==> config.mk <==
export PLATFORM = sky130hd
export DESIGN_NAME = fir_sched
export DESIGN_NICKNAME = d
export VERILOG_FILES = /design/src/rtl/fir_sched.sv
export SDC_FILE = /design/constraint.sdc
export NUM_CORES = 1
export LEC_CHECK = 0
export ABC_CLOCK_PERIOD_IN_PS = 2870
export BUFFER_PORTS_ARGS = -buffer_cell sky130_fd_sc_hd__buf_2
export CORE_MARGIN = 8
export CORE_UTILIZATION = 45
export CTS_CLUSTER_DIAMETER = 50
export CTS_CLUSTER_SIZE = 24
export DETAILED_ROUTE_END_ITERATION = 16
export PLACE_DENSITY_LB_ADDON = 0.2
export SLEW_MARGIN = 20
export SYNTH_ARGS = -nofsm -noshare
export SYNTH_HDL_FRONTEND = slang
export SYNTH_SLANG_ARGS = --single-unit
==> constraint.sdc <==
create_clock -name clk -period 2.87 [get_ports clk]
set_input_delay 0.287 -clock clk [delete_from_list [all_inputs] [get_ports clk]]
set_output_delay 0.287 -clock clk [all_outputs]
set_load 0.01 [all_outputs]
==> src/rtl/fir_sched.sv <==
// fir_sched: sequences ADC samples and host coefficient frames into a FIR datapath.
// Define FIR_SCHED_TIMEOUT_EN to build the fir_done watchdog.
module fir_sched #(
   parameter int TIMEOUT = 64,
   parameter int CFG_MAX = 17
) (
   input  logic       clk,
   input  logic       rst,
   input  logic       s_valid,
   input  logic [7:0] s_data,
   output logic       s_ready,
   input  logic       c_valid,
   input  logic [7:0] c_data,
   input  logic       c_last,
   output logic       c_ready,
   output logic [7:0] fir_data_in,
   output logic       fir_enable,
   output logic       fir_configuration,
   output logic       fir_config_data_enable,
   input  logic       fir_done,
   input  logic [7:0] fir_data_out,
   input  logic [1:0] fir_overflow,
   output logic       m_valid,
   output logic [7:0] m_data,
   output logic [1:0] m_ovf,
   input  logic       m_ready,
   output logic       busy,
   output logic       timeout_err,
   output logic       cfg_err,
   input  logic       err_clr
);
   localparam logic [2:0] IDLE = 3'd0, ISSUE = 3'd1, WAIT = 3'd2, CFG_ENTER = 3'd3,
                          CFG_STREAM = 3'd4, CFG_EXIT = 3'd5, DRAIN = 3'd6;
   localparam int CW = $clog2(CFG_MAX + 1);

   logic [2:0]    state_q, state_d;
   logic [7:0]    din_q, din_d, mdata_q, mdata_d;
   logic [1:0]    movf_q, movf_d;
   logic          mvalid_q, mvalid_d, cde_q, cde_d, rdy_q, cfg_err_q, cfg_err_d;
   logic [CW-1:0] cnt_q, cnt_d;
   logic          tmo_hit;

   // rdy_q keeps s_ready low during reset and for the first cycle after it
   assign s_ready                = rdy_q && state_q == IDLE && !c_valid && (!mvalid_q || m_ready);
   assign c_ready                = state_q == CFG_STREAM || state_q == DRAIN;
   assign fir_enable             = state_q == ISSUE;
   assign fir_configuration      = state_q == CFG_ENTER || state_q == CFG_STREAM ||
                                   state_q == DRAIN || state_q == CFG_EXIT;
   assign fir_data_in            = din_q;
   assign fir_config_data_enable = cde_q;
   assign m_valid                = mvalid_q;
   assign m_data                 = mdata_q;
   assign m_ovf                  = movf_q;
   assign busy                   = state_q != IDLE;
   assign cfg_err                = cfg_err_q;

`ifdef FIR_SCHED_TIMEOUT_EN
   localparam int TW = $clog2(TIMEOUT + 1);
   logic [TW-1:0] tmo_q;
   logic          tmo_err_q;
   assign tmo_hit     = state_q == WAIT && !fir_done && tmo_q == TW'(TIMEOUT - 1);
   assign timeout_err = tmo_err_q;
   always_ff @(posedge clk or posedge rst)
      if (rst) begin
         tmo_q     <= '0;
         tmo_err_q <= 1'b0;
      end else begin
         tmo_q     <= (state_q == WAIT && !fir_done) ? tmo_q + 1'b1 : '0;
         tmo_err_q <= tmo_hit | (tmo_err_q & ~err_clr);
      end
`else
   assign tmo_hit     = 1'b0;
   assign timeout_err = 1'b0;
`endif

   always_comb begin
      state_d   = state_q;
      din_d     = din_q;
      mdata_d   = mdata_q;
      movf_d    = movf_q;
      mvalid_d  = mvalid_q & ~m_ready;
      cde_d     = 1'b0;
      cnt_d     = cnt_q;
      cfg_err_d = cfg_err_q & ~err_clr;
      case (state_q)
         IDLE:
            if (c_valid && rdy_q) state_d = CFG_ENTER;
            else if (s_valid && s_ready) begin
               din_d   = s_data;
               state_d = ISSUE;
            end
         ISSUE: state_d = WAIT;
         WAIT:
            if (fir_done) begin
               mdata_d  = fir_data_out;
               movf_d   = fir_overflow;
               mvalid_d = 1'b1;
               state_d  = IDLE;
            end else if (tmo_hit) state_d = IDLE;
         CFG_ENTER: begin
            cnt_d   = '0;
            state_d = CFG_STREAM;
         end
         CFG_STREAM:
            if (c_valid) begin
               // a byte beyond CFG_MAX is swallowed and the rest of the frame drained
               if (cnt_q == CW'(CFG_MAX)) begin
                  cfg_err_d = 1'b1;
                  state_d   = c_last ? CFG_EXIT : DRAIN;
               end else begin
                  din_d   = c_data;
                  cde_d   = 1'b1;
                  cnt_d   = cnt_q + 1'b1;
                  state_d = c_last ? CFG_EXIT : CFG_STREAM;
               end
            end
         DRAIN: state_d = (c_valid && c_last) ? CFG_EXIT : DRAIN;
         CFG_EXIT: state_d = IDLE;
         default: state_d = IDLE;
      endcase
   end

   always_ff @(posedge clk or posedge rst)
      if (rst) begin
         state_q   <= IDLE;
         din_q     <= '0;
         mdata_q   <= '0;
         movf_q    <= '0;
         mvalid_q  <= 1'b0;
         cde_q     <= 1'b0;
         cnt_q     <= '0;
         cfg_err_q <= 1'b0;
         rdy_q     <= 1'b0;
      end else begin
         state_q   <= state_d;
         din_q     <= din_d;
         mdata_q   <= mdata_d;
         movf_q    <= movf_d;
         mvalid_q  <= mvalid_d;
         cde_q     <= cde_d;
         cnt_q     <= cnt_d;
         cfg_err_q <= cfg_err_d;
         rdy_q     <= 1'b1;
      end
endmodule

After elaboration in Yosys (flattened, before gate mapping) --
Index checks and enable logic that the tools add are counted.
Word-level totals: output and inout port bits 27, register bits 30, logic and storage cells 73
Cells by class: bitwise operators 4, mux-type cells 25, $add $sub $neg 1, reduce and logical (&&, ||, !) cells 21, equality and inequality tests 13
Operators by type and width (count):
- 2-to-1 mux 8 bit | 4
- one-hot mux 3 bit (6 select lines) | 1
- one-hot mux 8 bit (2 select lines) | 1
- 2-to-1 mux 3 bit | 4
- 2-to-1 mux 5 bit | 2
- one-hot mux 5 bit (2 select lines) | 1
- equality test 3 bit, second input constant | 3
- 2-to-1 mux 1 bit | 9
- inequality test 2 bit, second input constant | 4
- equality test 3 x 2 -> 1 bit, second input constant | 2
- logical AND 1 bit | 6
- 2-to-1 mux 2 bit | 3
- AND reduction 3 bit | 2
- adder 5 x 1 -> 5 bit, second input constant | 1
- equality test 5 bit, second input constant | 1
- logical OR 1 bit | 5
- AND reduction 5 bit | 1
- nonzero test 2 bit | 2
- equality test 3 x 1 -> 1 bit, second input constant | 1
- logical NOT 3 bit | 1
- inequality test 3 x 1 -> 1 bit, second input constant | 1
- nonzero test 3 bit | 1
- bitwise AND 1 bit | 2
- logical NOT 1 bit | 2
- 3 further kinds | 4

Depth between registers and ports, before layout --
Gate-level depths: netlist (run 1).
depth in word-level cells 8, mapped depth 7, depth with buffers taken out 6

Worst setup path after synthesis (run 1) --
OpenSTA, ideal clock, no wires.
path kind register to register, start register cnt_q[0], end register din_q[0], in the netlist fir_data_in[0], stages on the path, launching flop included 6, clock period less this slack 1.612 ns, data arrival time 1.487 ns, setup time 0.125 ns, path slack 1.258 ns, cells stage by stage dfrtp_1 -> ha_1 -> nand4bb_1 -> nand2_2 -> a22oi_4 -> mux2_2
Between the ends: longest elaborated chain between the ends 3
Ends and longest elaborated chain:
- from (decl) | RTL line 40 | logic [CW-1:0] cnt_q, cnt_d;
- from (signal assigned) | RTL line 141 | cnt_q <= cnt_d;
- equality test 5 bit | RTL line 107 | if (cnt_q == CW'(CFG_MAX)) begin
- inequality test 2 bit (no line)
- AND reduction 5 bit (no line)
- to (signal assigned) | RTL line 136 | din_q <= din_d;
- to (decl) | RTL line 37 | logic [7:0] din_q, din_d, mdata_q, mdata_d;
No other way between the ends. A chain may end at the register's enable or synchronous reset.

Final worst setup path (run 1) --
start register state_q[2], end register din_q[6], in the netlist fir_data_in[6]
Between the ends: longest elaborated chain between the ends 7, elaborated cells between the ends (all ways) 13
Ends and longest elaborated chain:
- from (decl) | RTL line 36 | logic [2:0] state_q, state_d;
- from (signal assigned) | RTL line 135 | state_q <= state_d;
- logical NOT 3 bit | RTL line 44, 85
- logical AND 1 bit (3 in series) | RTL line 44 | assign s_ready = rdy_q && state_q == IDLE && !c_valid && (!mvalid_q || m_ready);
- logical AND 1 bit | RTL line 88 | else if (s_valid && s_ready) begin
- inequality test 2 x 1 -> 1 bit (no line)
- AND reduction 5 bit (no line)
Several ways; a longest one is shown, not always the timed one.

==> results of run 1 <==
cells in the final DEF (no fill, tap or decap), types with 3 or more instances in the layout:
| cell type | synthesis | final |
|---|---|---|
| buf_2 | 4 | 59 |
| dfrtp_1 | 30 | 30 |
| mux2_2 | 26 | 26 |
| nand2_1 | 14 | 14 |
| clkbuf_4 | 0 | 5 |
| inv_1 | 5 | 4 |
| o22ai_1 | 4 | 4 |
| nor2_1 | 3 | 3 |
| and3_1 | 3 | 3 |
| nand2b_1 | 3 | 3 |
| nand4_1 | 3 | 3 |
| o21ai_0 | 3 | 3 |
| ha_1 | 3 | 3 |
| clkbuf_8 | 0 | 3 |
critical path: cells and delay by family (launching register included):
family	cells	cell delay (ps)
DFF	1	600
and+or+nand+nor	2	550
muxes	1	370
AOI/OAI and AO/OA	1	340
per-layer routing:
layer	track usage, %	part of all wire [%]
met5	0	0
met4	3.326	0.83
met3	6.003	9.4
met2	21.16	50
met1	13.50	40
kinds of logic after synthesis:
| kind of cell | after synthesis | share of synthesized area [%] |
|---|---|---|
| other | 2 | 0.4985 |
| and+or+nand+nor | 39 | 14.62 |
| AOI/OAI and AO/OA | 15 | 7.475 |
| adders and majority gates | 3 | 2.492 |
| muxes | 28 | 20.76 |
| buffers and inverters | 13 | 4.319 |
| DFF | 30 | 49.83 |
path summary, 6_finish.rpt:
kind	from	end	depth (start not counted)
min in group clk	err_clr	cfg_err$_DFF_PP0_	2
max in group asynchronous	rst	cnt_q[3]$_DFFE_PP0P_	2
worst max register to register	state_q[2]$_DFFE_PP0P_	fir_data_in[6]$_DFFE_PP0P_	4
worst min register to register	cnt_q[4]$_DFFE_PP0P_	cnt_q[4]$_DFFE_PP0P_	1
worst min-delay path	rst	m_valid$_DFF_PP0_	2
worst max-delay path	state_q[2]$_DFFE_PP0P_	fir_data_in[6]$_DFFE_PP0P_	4
synthesized netlist by cell type:
cell,count,area (um^2)
dfrtp_1,30,750.7
mux2_2,26,292.8
nand2_1,14,52.55
inv_1,5,18.77
buf_2,4,20.02
o22ai_1,4,25.02
and3_1,3,18.77
buf_4,3,22.52
ha_1,3,37.54
nand2b_1,3,18.77
nand4_1,3,18.77
nor2_1,3,11.26
o21ai_0,3,15.01
a31oi_1,2,12.51
conb_1,2,7.510
mux2i_1,2,20.02
nand3_1,2,10.01
nor2b_1,2,12.51
a2111oi_0,1,8.760
a211oi_1,1,7.510
a21oi_1,1,5.000
a22oi_4,1,21.27
and2_0,1,6.260
and4bb_2,1,12.51
clkbuf_1,1,3.750
nand2_2,1,6.260
nand3b_1,1,7.510
nand4bb_1,1,11.26
nor3_1,1,5.000
nor3_2,1,10.01
nor3b_2,1,12.51
o2bb2ai_1,1,8.760
o32ai_1,1,8.760
or2_2,1,6.260
report_power, final:
part	switching, W	total [W]	leakage, nW	internal, W
sequential	0.000132	0.000728	0.375	0.000597
clock	0.000140	0.000308	0.0446	0.000167
combinational	0.000356	0.000736	0.512	0.000381
cell type report:
type	count	area, um^2
Multi-Input combinational cell	87	690.7
Inverter	5	18.77
Tap cell	46	57.56
Sequential cell	30	750.7
Timing Repair Buffer	60	302.8
Clock buffer	8	78.83
Fill cell	287	1385
flip-flops by register name, summed over array words and instances, names as in the netlist:
signal                  cells
m_data                      8
m_ovf                       2
cfg_err                     1
rdy_q                       1
m_valid                     1
fir_config_data_enable      1
cnt_q                       5
fir_data_in                 8
state_q                     3
per-stage QoR:
step / total power [W] / hold slack (ps) / cells / cell area (um^2) / util (%)
after floorplan: 0.001223 / 377.8 / 130 / 1506 / -
after global placement: 0.001463 / 475.2 / 228 / 1821 / 55.43
after detailed placement: 0.001491 / 475.8 / 228 / 1821 / 55.43
after CTS: 0.001804 / 124.0 / 236 / 1899 / 57.83
after global routing: 0.001912 / 85.85 / 236 / 1899 / 57.83
final: 0.001773 / 24.34 / 236 / 1899 / 57.83
==> run_results.csv, run 1 <==
group,metric,value,unit
status,status,"finished, final reports clean",
synth,syn_area_per_cell,11.59,um^2
die,dieArea,5455,um^2
timing,hold_violations,0,
synth,syn_inst,130,
critical_path,cpMaxStageDelayCell,"dfrtp_1",
final_layout,drive_above_1_share,53.16,%
global_routing,grt_max_degree,31,
worst_hold_path,min_path_type,"primary input to async pin",
routing,wl,3.267,mm
global_routing,first_global_vias,1200,
final_layout,antennaDiodeCount,0,
synth,synth.ff_latch_count,30,
global_routing,grt_pass1_wl,5.278,mm
timing,drv_slew,0,
power_and_ir_drop,ir_drop,0.0005087,V
clock_tree,cts_tree,"done",
timing,fin_tns_setup,0,ps
critical_path,critPathLaunchType,"flip-flop",
critical_path,path_cells,"nor3b_2, nand2_2, a22oi_4, mux2_2",
routing,drcViolationCount,0,
clock_tree,clk_pin_slew_worst_paths,90,ps
clock_tree,clk_latency,330,ps
timing,max_freq,505.0,MHz
critical_path,critical_path_class,"flip-flop to flip-flop",
clock_tree,h-tree-depth,2,
final_layout,area_growth,26.08,%
place,hpwl,2.589,mm
critical_path,cpPeakStageDelay,600,ps
global_routing,antenna_found_initial,0,
power_and_ir_drop,p_leak,0.9318,nW
routing,via_per_inst,5.021,
place,io_buffers,59,
synth,synth.net_count,167,
power_and_ir_drop,cellPowerDensity,933.2,nW/um^2
clock_tree,cts_resized,0,
clock_tree,post_cts_buffers,0,
die,initial_core_util,45.87,%
timing,max_slew.worst_pin.slew,617.2,ps
clock_tree,cts_buffer_depth,2,
place,post-place-ws,891.7,ps
critical_path,required,3080,ps
routing,drt-initial-drc-count,43,
critical_path,worstSetupEndpointType,"flip-flop",
timing,period_minus_slack,1980,ps
timing,rsz0062_at_grt,"no",
routing,vias,1185,
routing,route.detailed.wl_per_inst,13.84,um
synth,yosys_warnings,0,
synth,yosysSeqAreaShare,49.83,%
timing,relSlewSlack,58.80,%
global_routing,grt.overflow.total,0,
run,drv_cap,0,
die,die_h,73.86,um
clock_tree,root_buffer,"clkbuf_4",
die,boundaryPins,61,
clock_tree,cts_buffers,5,
timing,clock_skew,7.182,ps
synth,synth_cell_type_count,34,
timing,setup_slack,889.9,ps
die,row_count,21,
clock_tree,hold_buffers,0,
critical_path,cp_max_fo,16,
die,die_w,73.86,um
clock_tree,cts_sinks,30,
die,core_area,3284,um^2
routing,dr.pass1.iters,4,
timing,finalSetupViolations,0,
critical_path,cp_data_arrival_time,2190,ps
timing,fin_crit_sh,68.99,%
synth,syn_area,1506,um^2
routing,ant_nets,0,
final_layout,finalNetCount,226,
place,gp_congestion,0.8136,
critical_path,ff2ff_setup_slack,890,ps
global_routing,grt_use_total,12.50,%
Power figures use the tool's default switching activity.
==> run 2: changes to the inputs <==
Settings changed: ABC_AREA from default to 1, ABC_CLOCK_PERIOD_IN_PS 2870 to 1900.
Clock period 2.87 ns to 1.9 ns, I/O delays scaled along.
==> run_results.csv, run 2 <==
group,metric,value,unit
status,status,"finished, final reports clean",
synth,synth_top_area_share,45.15,%
synth,synth.net_count,228,
global_routing,grt_max_degree,31,
global_routing,first_global_vias,1383,
critical_path,worstRegToRegCells,9,
timing,finalSetupViolations,0,
synth,synth_common_cells,"nand2_1, dfrtp_1, inv_1, nor2_1, nand3_1",
final_layout,utilization,58.02,%
die,boundaryPins,61,
global_routing,grt_use_total,12.93,%
die,row_count,22,
final_layout,layout_commonest_cell,"buf_2",
synth,syn_inst,191,
synth,yosysMostFrequentCell,"nand2_1",
clock_tree,cts_buffer_depth,2,
die,core_area,3606,um^2
power_and_ir_drop,switchingPower,0.001190,W
routing,via_per_inst,4.487,
power_and_ir_drop,switching_share,39.63,%
final_layout,fill_cells,354,
worst_hold_path,min_path_type,"primary input to flip-flop",
routing,vias,1364,
clock_tree,clk_pin_slew_worst_paths,60,ps
timing,period_minus_slack,1618,ps
synth,synth.ff_latch_count,30,
worst_hold_path,hp-start,"err_clr",
synth,synth_top_area_cell,"dfrtp_1",
synth,synth_cell_type_count,30,
synth,ys_top_cells_by_area,"dfrtp_1, nand2_1, mux2_4",
synth,yosys_warnings,0,
routing,route.detailed.wl_per_inst,11.99,um
critical_path,required,1710,ps
timing,fin_crit_sh,85.18,%
die,initial_core_util,46.11,%
routing,drcViolationCount,0,
final_layout,multiInputGateArea,760.7,um^2
final_layout,finalNetCount,292,
critical_path,critical_path_class,"flip-flop to output port",
synth,syn_area,1663,um^2
power_and_ir_drop,ir_drop,0.0007751,V
clock_tree,cts_resized,0,
power_and_ir_drop,combPwrFrac,47.1,%
power_and_ir_drop,p_leak,1.198,nW
place,dp.cells,295,
power_and_ir_drop,intPower,0.001813,W
final_layout,ff_latch_area,750.7,um^2
clock_tree,root_buffer,"clkbuf_8",
critical_path,critPathLaunchType,"flip-flop",
run,drv_cap,0,
routing,dr.pass1.iters,4,
routing,wl,3.645,mm
timing,hold_violations,0,
power_and_ir_drop,p_seq_share,35.4,%
critical_path,ff2ff_setup_slack,350,ps
global_routing,grt_pass1_wl,6.368,mm
synth,ys_async_sr_fraction,100.0,%
worst_hold_path,min_path_cells,2,
final_layout,antennaDiodeCount,0,
place,gp_congestion,0.8140,
critical_path,cp_max_fo,4,
clock_tree,cts_tree,"done",
final_layout,final_cell_count_no_fill,304,
worst_hold_path,min_to,"cfg_err$_DFF_PP0_",
die,die_w,76.79,um
synth,yosysSeqAreaShare,45.15,%
clock_tree,cts_sinks,30,
synth,syn_area_per_cell,8.706,um^2
routing,drt-initial-drc-count,72,
critical_path,cp_data_arrival_time,1430,ps
timing,drv_slew,0,
critical_path,worstSetupEndpointType,"output port",
die,die_h,76.79,um
timing,setup_slack,281.7,ps
place,io_buffers,59,
timing,rsz0062_at_grt,"no",
final_layout,drive_above_1_share,40.23,%
power_and_ir_drop,pwr-share-clk,17.5,%
routing,ant_nets,0,
place,hpwl,2.834,mm
synth,synth_edf_count,0,
timing,max_freq,617.9,MHz
critical_path,reg2reg_from,"cnt_q[0]$_DFFE_PP0P_",
clock_tree,cts_buffers,5,
place,post-place-ws,341.4,ps
clock_tree,clk_latency,270,ps
final_layout,area_growth,25.81,%
global_routing,antenna_found_initial,0,
timing,clock_skew,7.047,ps
synth,synthFlopType,"dfrtp_1",
critical_path,r2r-end,"fir_data_in[1]$_DFFE_PP0P_",
clock_tree,h-tree-depth,2,
final_layout,layout_common_cells,"buf_2, nand2_1, dfrtp_1, inv_1, nor2_1",
die,dieArea,5897,um^2
global_routing,grt.overflow.total,0,
power_and_ir_drop,cellPowerDensity,1436,nW/um^2
timing,fin_tns_setup,0,ps
run 2: cell types whose count changed after synthesis, sizes merged, moves of 3 or more:
cell and change:
nand2 +37, mux2 -16, nand3 +11, nor2 +23, o22ai -3, inv +21, nand2b -3, a21oi +9
and3 -3
run 2: kinds of logic after synthesis:
kind of cell               after synthesis  synth area share [%]
adders and majority gates                3                 2.258
buffers and inverters                   32                 9.104
muxes                                   10                 8.804
AOI/OAI and AO/OA                       16                 7.525
other                                    2                0.4516
and+or+nand+nor                         97                 26.19
xor gates and xnor gates                 1                0.5268
DFF                                     30                 45.15
run 2: routing by layer:
metal  routed length (um)  up-vias  global-route usage, %
met4                    5        0                  1.731
li1                     -      723                      -
met5                    0        -                      0
met1                 1745      589                  16.21
met3                  305        2                  5.594
met2                 1588       50                  20.48
run 2: stage by stage:
| step | hold WS (ps) | power, W | instance area [um^2] |
|---|---|---|---|
| global route | 93.85 | 0.003281 | 2092 |
| global placement | 281.8 | 0.002488 | 1987 |
| CTS | 91.85 | 0.003051 | 2092 |
| finish | 96.58 | 0.003003 | 2092 |
| floorplan | 280.8 | 0.002114 | 1663 |
| detailed placement | 287.0 | 0.002513 | 1987 |
run 2: repair_timing:
item                      4_1_cts  5_1_grt
hold endpoints to repair       30        0
buffers inserted                0        0
hold buffers                    1        0
run 2: critical path: stages (launching register included):
cell and delay, ps:
dfrtp_1 440, nor2_4 170, inv_2 80, nor2_2 140, inv_1 100, nor2_1 90
buf_2 130
run 2: power groups by stage:
| stage | logic [W] | registers (W) | clock network (W) |
|---|---|---|---|
| 4_1_cts | 0.00145 | 0.00107 | 0.000540 |
| 5_1_grt | 0.00161 | 0.00110 | 0.000572 |
| 3_3_place_gp | 0.00142 | 0.00107 | 0 |
| 2_1_floorplan | 0.000962 | 0.00115 | 0 |
| 3_5_place_dp | 0.00145 | 0.00106 | 0 |
| 6_report | 0.00141 | 0.00106 | 0.000526 |
run 2: worst max path at each step:
stage | from | end
6_report | state_q[0]$_DFFE_PP0P_ | s_ready
5_1_grt | state_q[0]$_DFFE_PP0P_ | s_ready
4_1_cts | state_q[0]$_DFFE_PP0P_ | s_ready
3_5_place_dp | cnt_q[0]$_DFFE_PP0P_ | fir_data_in[1]$_DFFE_PP0P_
3_3_place_gp | cnt_q[0]$_DFFE_PP0P_ | fir_data_in[5]$_DFFE_PP0P_
2_1_floorplan | cnt_q[0]$_DFFE_PP0P_ | fir_data_in[0]$_DFFE_PP0P_
run 2: cell type report:
| type | instances | area share (%) |
|---|---|---|
| tap | 48 | 2.871 |
| multi-input combinational | 129 | 36.36 |
| timing repair buffer | 63 | 15.67 |
| clock buffer | 6 | 3.947 |
| clock inverter | 2 | 0.5981 |
| inverter | 26 | 4.665 |
| sequential | 30 | 35.89 |
==> run 3: changes to the inputs <==
Settings changed: ABC_CLOCK_PERIOD_IN_PS 1900 to 1850, CELL_PAD_IN_SITES_DETAIL_PLACEMENT from default to 0, CELL_PAD_IN_SITES_GLOBAL_PLACEMENT from default to 1, CORE_UTILIZATION 45 to 35.
Clock period 1.9 ns to 1.85 ns, I/O delays scaled along.
==> run_results.csv, run 3 (synthesis results as in run 2) <==
group,metric,value,unit
critical_path,cp_max_fo,4,
global_routing,grt_max_degree,31,
critical_path,cp_data_arrival_time,1420,ps
routing,drt-initial-drc-count,19,
final_layout,multiInputGateArea,760.7,um^2
critical_path,cpPeakStageDelay,440,ps
clock_tree,cts_sinks,30,
timing,finalSetupViolations,0,
final_layout,area_growth,25.96,%
clock_tree,post_cts_buffers,0,
critical_path,critical_path_class,"flip-flop to output port",
die,boundaryPins,61,
final_layout,layout_common_cells,"buf_2, nand2_1, dfrtp_1, inv_1, nor2_1",
timing,max_freq,622.3,MHz
clock_tree,clk_latency,280,ps
global_routing,grt_pass1_wl,6.699,mm
place,gp_congestion,0.7522,
timing,period_minus_slack,1607,ps
clock_tree,cts_tree,"done",
die,die_w,84.93,um
critical_path,cp.buffers_inverters,3,
routing,wl,3.893,mm
clock_tree,cts_buffers,5,
timing,fin_crit_sh,86.86,%
timing,drv_slew,0,
place,io_buffers,59,
timing,rsz0062_at_grt,"no",
clock_tree,h-tree-depth,2,
critical_path,critPathLaunchType,"flip-flop",
final_layout,utilization,44.94,%
global_routing,antenna_found_initial,0,
clock_tree,cts_buffer_depth,2,
clock_tree,cts_resized,0,
status,status,"finished, final reports clean",
final_layout,fill_cells,495,
place,post-place-ws,282.3,ps
critical_path,path_cells,"nor2_4, inv_2, nor2_2, inv_1, nor2_1, buf_2",
global_routing,first_global_vias,1480,
final_layout,ff_latch_area,750.7,um^2
final_layout,finalNetCount,292,
die,initial_core_util,35.68,%
place,dp.cells,301,
run,drv_cap,0,
die,dieArea,7212,um^2
clock_tree,hold_buffers,1,
final_layout,final_cell_count_no_fill,310,
clock_tree,clk_pin_slew_worst_paths,70,ps
routing,ant_nets,0,
die,die_h,84.93,um
place,hpwl,3.009,mm
timing,fin_tns_setup,0,ps
global_routing,grt.overflow.total,0,
worst_hold_path,min_path_type,"primary input to flip-flop",
routing,route.detailed.wl_per_inst,12.56,um
timing,hold_violations,0,
routing,vias,1382,
die,core_area,4661,um^2
critical_path,required,1660,ps
routing,dr.pass1.iters,4,
global_routing,grt_use_total,11.69,%
critical_path,cpMaxStageDelayCell,"dfrtp_1",
critical_path,crit_family,"flip-flops",
die,row_count,25,
critical_path,worstSetupEndpointType,"output port",
timing,setup_slack,243.1,ps
power_and_ir_drop,cellPowerDensity,1473,nW/um^2
final_layout,layout_commonest_cell,"buf_2",
final_layout,antennaDiodeCount,0,
power_and_ir_drop,p_leak,1.195,nW
routing,via_per_inst,4.458,
power_and_ir_drop,ir_drop,0.0007478,V
routing,drcViolationCount,0,
final_layout,drive_above_1_share,40.23,%
timing,clock_skew,10.74,ps
clock_tree,root_buffer,"clkbuf_8",
## run 3: changes by cell type in the layout (fill, tap and decap cells not counted), sizes merged
cell,delta
clkbuf,-1
clkinv,+1
## run 3: layout make-up
class	instances	share of cell area [%]
multi-input combinational	129	36.32
sequential	30	35.84
timing repair buffer	63	15.65
inverter	26	4.659
clock buffer	5	3.286
tap	54	3.226
clock inverter	3	1.016
## run 3: per-layer routing
metal	global-route usage [%]	vias up	part of all wire (%)
met4	3.883	0	1.4
met5	0	-	0
li1	-	723	-
met2	18.18	63	40
met1	13.07	591	47
met3	6.757	5	12
## run 3: worst reg2reg max path, delay by kind of cell, from the launching register on
kind / cells / cell delay (ps)
fa+ha+maj: 1 / 220
compound gates: 1 / 40
simple gates: 6 / 720
buf+inv: 1 / 50
flops: 1 / 430
## run 3: worst paths after layout
path	cells after the start	end	slack [ps]	startpoint
max reg2reg	9	fir_data_in[1]$_DFFE_PP0P_	260	cnt_q[0]$_DFFE_PP0P_
min	2	cfg_err$_DFF_PP0_	80	err_clr
max	6	s_ready	240	state_q[0]$_DFFE_PP0P_
min in group asynchronous	4	cnt_q[0]$_DFFE_PP0P_	510	rst
min reg2reg	1	m_data[4]$_DFFE_PP0P_	510	m_data[4]$_DFFE_PP0P_
max in group asynchronous	4	fir_data_in[2]$_DFFE_PP0P_	1050	rst
## run 3: stage by stage
| step | hold slack, ps | area, um^2 | power (W) |
|---|---|---|---|
| 6_report | 80.58 | 2095 | 0.003085 |
| 2_1_floorplan | 275.8 | 1663 | 0.002172 |
| 3_3_place_gp | 285.4 | 1994 | 0.002582 |
| 5_1_grt | 91.61 | 2095 | 0.003367 |
| 3_5_place_dp | 288.9 | 1994 | 0.002599 |
| 4_1_cts | 73.95 | 2095 | 0.003146 |
## run 3: power by group
group	internal (W)	leakage, nW	switching [W]
Clock	0.000264	0.0441	0.000262
Combinational	0.000652	0.783	0.000816
Sequential	0.000914	0.368	0.000176
Total	0.00183	1.19	0.00125
